<file path="src/rtl/cmp_pkg.sv">
// Shared state and cascade encodings for the nibble-serial comparator sequencer.
package cmp_pkg;
  localparam logic [1:0] ST_IDLE = 2'd0;
  localparam logic [1:0] ST_RUN  = 2'd1;
  localparam logic [1:0] ST_DONE = 2'd2;

  localparam logic [2:0] CASC_GT = 3'b100;
  localparam logic [2:0] CASC_EQ = 3'b010;
  localparam logic [2:0] CASC_LT = 3'b001;

  typedef enum logic [1:0] {
    S_IDLE = ST_IDLE,
    S_RUN  = ST_RUN,
    S_DONE = ST_DONE
  } state_t;

  function automatic logic is_onehot3(input logic [2:0] c);
    return (c == CASC_GT) || (c == CASC_EQ) || (c == CASC_LT);
  endfunction
endpackage

</file>
<file path="src/rtl/nibble_sel.sv">
// Combinational selector: nibble idx of a NIBBLES*4-bit word.
module nibble_sel #(
  parameter int NIBBLES = 4,
  parameter int IW      = 2
) (
  input  logic [4*NIBBLES-1:0] word,
  input  logic [IW-1:0]        idx,
  output logic [3:0]           nib
);
  generate
    if (NIBBLES == 1) begin : g_one
      assign nib = word;
    end else begin : g_mux
      logic [NIBBLES-1:0][3:0] w;
      assign w   = word;
      assign nib = w[idx];
    end
  endgenerate
endmodule

</file>
<file path="src/rtl/nibble_cmp_seq.sv">
// Drives an external 4-bit cascade comparator slice one nibble per clock, MSB first,
// feeding its registered verdict back as the next cascade; stops once a nibble decides.
module nibble_cmp_seq
  import cmp_pkg::*;
#(
  parameter int NIBBLES = 4
) (
  input  logic                 clk,
  input  logic                 rst,
  input  logic                 start,
  input  logic [4*NIBBLES-1:0] op_a,
  input  logic [4*NIBBLES-1:0] op_b,
  output logic                 busy,
  output logic                 done,
  output logic                 res_gt,
  output logic                 res_eq,
  output logic                 res_lt,
  output logic [3:0]           nib_a,
  output logic [3:0]           nib_b,
  output logic                 casc_gt,
  output logic                 casc_eq,
  output logic                 casc_lt,
  input  logic                 cmp_gt,
  input  logic                 cmp_eq,
  input  logic                 cmp_lt
);
  localparam int W  = 4 * NIBBLES;
  localparam int IW = (NIBBLES > 1) ? $clog2(NIBBLES) : 1;

  state_t               state, state_nxt;
  logic [IW-1:0]        idx;
  logic [1:0][W-1:0]    op_q;   // [0]=A, [1]=B
  logic [1:0][3:0]      nib;
  logic [2:0]           casc_q, res_q, cap, casc;
  logic                 last;

  genvar g;
  generate
    for (g = 0; g < 2; g++) begin : g_sel
      nibble_sel #(.NIBBLES(NIBBLES), .IW(IW)) u_sel (
        .word (op_q[g]),
        .idx  (idx),
        .nib  (nib[g])
      );
    end
  endgenerate

  // Illegal slice codes collapse to LT, which also terminates the run.
  assign cap  = is_onehot3({cmp_gt, cmp_eq, cmp_lt}) ? {cmp_gt, cmp_eq, cmp_lt} : CASC_LT;
  assign last = (cap != CASC_EQ) || (idx == '0);

  always_comb begin
    state_nxt = state;
    case (state)
      S_IDLE:  if (start) state_nxt = S_RUN;
      S_RUN:   if (last)  state_nxt = S_DONE;
      S_DONE:  state_nxt = S_IDLE;
      default: state_nxt = S_IDLE;
    endcase
  end

  always_ff @(posedge clk or posedge rst) begin
    if (rst) begin
      state  <= S_IDLE;
      idx    <= '0;
      op_q   <= '0;
      casc_q <= CASC_EQ;
      res_q  <= '0;
    end else begin
      state <= state_nxt;
      case (state)
        S_IDLE: if (start) begin
          op_q   <= {op_b, op_a};
          idx    <= IW'(NIBBLES - 1);
          casc_q <= CASC_EQ;
        end
        S_RUN: begin
          casc_q <= cap;
          // Result lands on the edge into DONE so it is visible alongside done.
          if (last) res_q <= cap;
          else      idx   <= idx - 1'b1;
        end
        default: ;
      endcase
    end
  end

  assign casc    = (state == S_IDLE) ? CASC_EQ : casc_q;
  assign nib_a   = (state == S_IDLE) ? 4'h0 : nib[0];
  assign nib_b   = (state == S_IDLE) ? 4'h0 : nib[1];
  assign casc_gt = casc[2];
  assign casc_eq = casc[1];
  assign casc_lt = casc[0];
  assign busy    = (state != S_IDLE);
  assign done    = (state == S_DONE);
  assign res_gt  = res_q[2];
  assign res_eq  = res_q[1];
  assign res_lt  = res_q[0];
endmodule

</file>
<file path="config.mk">
export PLATFORM = sky130hd
export DESIGN_NAME = nibble_cmp_seq
export DESIGN_NICKNAME = d
export VERILOG_FILES = /design/src/rtl/cmp_pkg.sv /design/src/rtl/nibble_sel.sv /design/src/rtl/nibble_cmp_seq.sv
export SDC_FILE = /design/constraint.sdc
export NUM_CORES = 1
export LEC_CHECK = 0
export CAP_MARGIN = 20
export CORE_MARGIN = 10
export CORE_UTILIZATION = 25
export CTS_BUF_LIST = sky130_fd_sc_hd__clkbuf_4
export CTS_CLUSTER_SIZE = 14
export DETAILED_ROUTE_END_ITERATION = 8
export SETUP_SLACK_MARGIN = 0.3
export SLEW_MARGIN = 30
export SYNTH_ARGS = -nofsm -noshare
export SYNTH_HDL_FRONTEND = slang
export SYNTH_HIERARCHICAL = 1
export SYNTH_SLANG_ARGS = --single-unit
</file>
<file path="constraint.sdc">
create_clock -name clk -period 2.2 [get_ports clk]
set_input_delay 0.22 -clock clk [delete_from_list [all_inputs] [get_ports clk]]
set_output_delay 0.22 -clock clk [all_outputs]
set_load 0.02 [all_outputs]
</file>
After elaboration in Yosys (flattened, before gate mapping)

Cells that the tools add are included.
W data, S select, Z words.

Add/subtract/negate cells: 1
Magnitude comparators: 1
Eq/ne operators: 9
Multiplexer cells: 16
Reductions and logical operators: 12

Operators by type and width:

| cell                  | count |
|---|---|
| $bmux W4 S2           | 2 |
| $mux W4               | 4 |
| $mux W3               | 3 |
| $mux W2               | 4 |
| $pmux W2 S2           | 2 |
| $reduce_and A2 Y1     | 4 |
| $ne A2 B2 Y1 const B  | 3 |
| $pmux W3 S2           | 1 |
| $logic_not A2 Y1      | 2 |
| $reduce_bool A2 Y1    | 2 |
| $eq A3 B1 Y1 const B  | 1 |
| $eq A3 B2 Y1 const B  | 1 |
| $eq A3 B3 Y1 const B  | 1 |
| $logic_or A1 B1 Y1    | 3 |
| $lt A2 B3 Y1 const B  | 1 |
| $ne A3 B2 Y1 const B  | 1 |
| $reduce_and A3 Y1     | 1 |
| $eq A2 B1 Y1 const B  | 1 |
| $eq A2 B2 Y1 const B  | 1 |
| $sub A2 B1 Y2 const B | 1 |

Register bits after elaboration: 42
Input port bits: 38
Output and inout port bits: 16

Depth between registers and ports, before layout

Depth in word-level cells: 8
Mapped depth: 5

Modules after synthesis

The synthesis kept the hierarchy.

By module, submodules not included:

| module         | times used | cells each | area each (um^2) | sequential area each (um^2) |
|---|---|---|---|---|
| nibble_cmp_seq | 1          | 125        | 1741.7           | 1052.3 |
| nibble_sel     | 2          | 4          | 105.1            | 0.0 |

Worst setup path after synthesis

Ideal clock, no wire load.

Path type: reg-to-reg
Start: register idx[0]
End: register idx[0]
Library setup time: 0.141 ns
Data arrival time: 1.446 ns
Slack: 0.613 ns
Cell stages (with the launch flop): 6
Clock period less this slack: 1.587 ns
Cell sequence: dfrtp_1 -> inv_1 -> ha_1 -> nor4b_1 -> nand2_1 -> mux2i_1

Longest elaborated chain between the ends: 4

Ends and longest elaborated chain:

| item                                                                  | line                 | RTL |
|---|---|---|
| start: declaration                                                    | nibble_cmp_seq.sv:31 | `logic [IW-1:0] idx;` |
| start signal: assignment                                              | nibble_cmp_seq.sv:74 | `idx <= IW'(NIBBLES - 1);` |
| start signal: assignment                                              | nibble_cmp_seq.sv:81 | `else idx <= idx - 1'b1;` |
| parallel branches: the longest is 4 deep, another holds $sub A2 B1 Y2 | -                    |  |

Parallel ways; which one is timed is not known. The select of a mux whose other input is x is not followed.
A chain may end at the register's enable or synchronous reset.

==> reports/summary.txt <==
Crit Reg-Reg Endpoint -> idx[0]
Slew Limit Fails -> 0
most common flop cell mapped by yosys -> dfrtp_1
fin nets -> 236
Final setup viols -> 0
Die W -> 108 um
Worst setup endpoint -> nib_a[2]
Post-Place Worst Slack -> 0.247 ns
DRC -> 0
iteration count of the initial detailed-routing pass -> 4
Synth warnings -> 6
VDD IR max -> 0.338 mV
Max Clock Freq -> 0.525 GHz
io pins -> 54
Filler cells -> 774
Synth cell types -> 23
Synth top area share -> 52.6%
RSZ-0062 raised after global routing -> true
global-route wire length before repair -> 7130 um
Final Skew -> 0.00479 ns
Post-Syn Area -> 1950 sq um
vias post-DR -> 1281
reg2reg setup slack -> 0.53 ns
Leak -> 1.14 nW
kind of critical path -> reg -> out
n_diodes -> 0
fin area -> 2690 sq um
Avg Cell Area, Syn -> 14.7 sq um
CTS clk-pin slew, worst paths -> 0.12 ns
#FFs+latches synth -> 42
register area share after synthesis -> 53.9%
HP Class -> in -> async
CP peak stage delay -> 0.52 ns
Max FO, Critical Path -> 4
top cell type by total area after synthesis -> dfrtp_1
worst-path cell chain -> buf_6 -> mux4_1 -> nor2b_1 -> buf_2
Die H -> 108 um
Critical Path Start Type -> flip-flop
global placer's final weighted congestion -> 0.748
number of synthesized flops with an enable pin -> 0
routed length per instance -> 15.4 um
CTS sink cnt -> 42
max cap viols -> 0
setup_tns -> 0 ns
area of the die -> 11700 sq um
DP Wirelength -> 3420 um
CP top delay family -> multiplexers
TritonCTS Buffers -> 5
Reg2Reg Depth -> 7
Mapped Cells -> 133
Via density -> 4.30
pin count of the biggest net entering global routing -> 36
H-tree depth -> 2
slew at the pin closest to its max-slew limit -> 0.838 ns
Post-DRT Antenna Nets -> 0
Critical-path top delay cell -> mux4_1
max_slew headroom -> 43.8%
Row Count -> 32
Critical Path End Type -> primary output
fin crit share -> 86.6%
Buf/Inv on CP -> 2
Core Region -> 7650 sq um
DP Area -> 2640 sq um
initial antenna violation count -> 0
most common cell after layout, fill and taps aside -> clkdlybuf4s50_1
async set or reset register ratio after synthesis -> 100%
worst hold slack -> 0.238 ns
pwr dens -> 889 nW/um^2
grt ovf -> 0
net count after synthesis -> 172
I/O Buffers -> 53
crit path from -> idx[0]
Tmin final -> 1.90 ns
Levels on crit path -> 4
number of global-route vias before repair -> 1418
TritonCTS clock tree -> yes
area added between synthesis and finish -> 37.8%
status -> complete, no violations
top cells by area, synth -> dfrtp_1, mux2_2, mux4_1, nor2b_1, buf_6
final WL -> 4590 um
Total GRT Usage -> 7.69%
CP Data Arrival Time -> 1.68 ns
clock buffer depth -> 2
PnR worst setup slack -> 0.295 ns
initial DRC count -> 31
Final Total Pwr -> 2.39 mW
r2r startpoint -> idx[0]
most frequent cells in the layout -> clkdlybuf4s50_1, dfrtp_1, mux2_2
Crit path required time -> 1.98 ns
clock root cell -> clkbuf_4
# hold bufs at CTS -> 0
Initial Util -> 25.5%
Hold Vio Cnt, Final -> 0
Clk Latency, worst-skew pair -> 0.34 ns
layout cells sized above 1 -> 33.2%
-- cell families after synthesis --
kind of cell,Yosys count,share of synthesized area (%)
buf+inv,11,3.27
flops,42,53.9
simple gates,26,8.08
fa+ha+maj,1,0.641
mux,42,30.3
compound gates,11,3.85
-- where the power goes --
group / total, mW / internal (mW) / switching (mW)
Clock: 0.346 / 0.110 / 0.236
Sequential: 1.15 / 1.01 / 0.137
Combinational: 0.899 / 0.545 / 0.354
-- worst min path at each step --
stage | depth (start not counted) | end | slack, ns | from
detailed placement | 1 | op_q[4] | 0.47 | op_q[4]
floorplan | 1 | res_q[2] | 0.33 | cmp_lt
global placement | 1 | op_q[4] | 0.46 | op_q[4]
finish | 2 | res_q[0] | 0.24 | rst
global route | 2 | res_q[1] | 0.26 | rst
CTS | 2 | res_q[0] | 0.24 | rst
-- flip-flops by register name (all words and copies together), names as in the netlist --
register and cells:
op_q 32, casc_q 3, state 2, idx 2
res_q 3
-- synthesized netlist by cell type, types with 2 or more instances --
| library cell | number |
|---|---|
| mux2i_1 | 2 |
| inv_1 | 7 |
| dfrtp_1 | 41 |
| mux2_2 | 30 |
| nor2_1 | 5 |
| mux4_1 | 8 |
| nand2b_1 | 2 |
| buf_6 | 3 |
| nor2b_1 | 14 |
| o21ai_0 | 2 |
| a21oi_1 | 4 |
| mux2_1 | 2 |
| nand2_1 | 3 |
-- final cells by class --
| class | instances | area, sq um | area share [%] |
|---|---|---|---|
| multi-input cells | 80 | 841 | 31.3 |
| clock inverters | 1 | 3.75 | 0.140 |
| inverters | 7 | 26.3 | 0.977 |
| well taps | 102 | 128 | 4.74 |
| clock buffers | 5 | 37.5 | 1.40 |
| repair buffers | 61 | 598 | 22.2 |
| flip-flops and latches | 42 | 1060 | 39.3 |
-- stage by stage --
step                      cells  util [%]
final                       298      35.2
after global placement      290      34.6
after global routing        298      35.2
after floorplan             133         -
after CTS                   296      35.0
after detailed placement    290      34.6
-- worst reg2reg max path, delay by kind of cell (launching register included) --
family	cells	cell delay (ns)
simple gates	2	0.47
flops	1	0.40
buf+inv	3	0.30
fa+ha+maj	1	0.24
mux	1	0.16
-- routing by layer --
metal	share of wire [%]	global-route usage (%)	vias to the layer above
met2	48	12.4	35
met3	7.8	3.45	4
met5	0	0	-
met1	44	8.92	634
li1	-	-	608
met4	0.68	2.54	0
-- what timing repair did --
| item | 4_1_cts | 5_1_grt |
|---|---|---|
| endpoints found under the setup margin | 12 | 12 |
| gates cloned | 0 | 0 |
| endpoints found under the hold margin | 0 | 0 |
| setup buffers | 0 | 2 |
| gates resized for setup | 32 | 28 |
| pin swaps | 0 | 0 |
No activity file was read; power rests on OpenSTA's default activity.
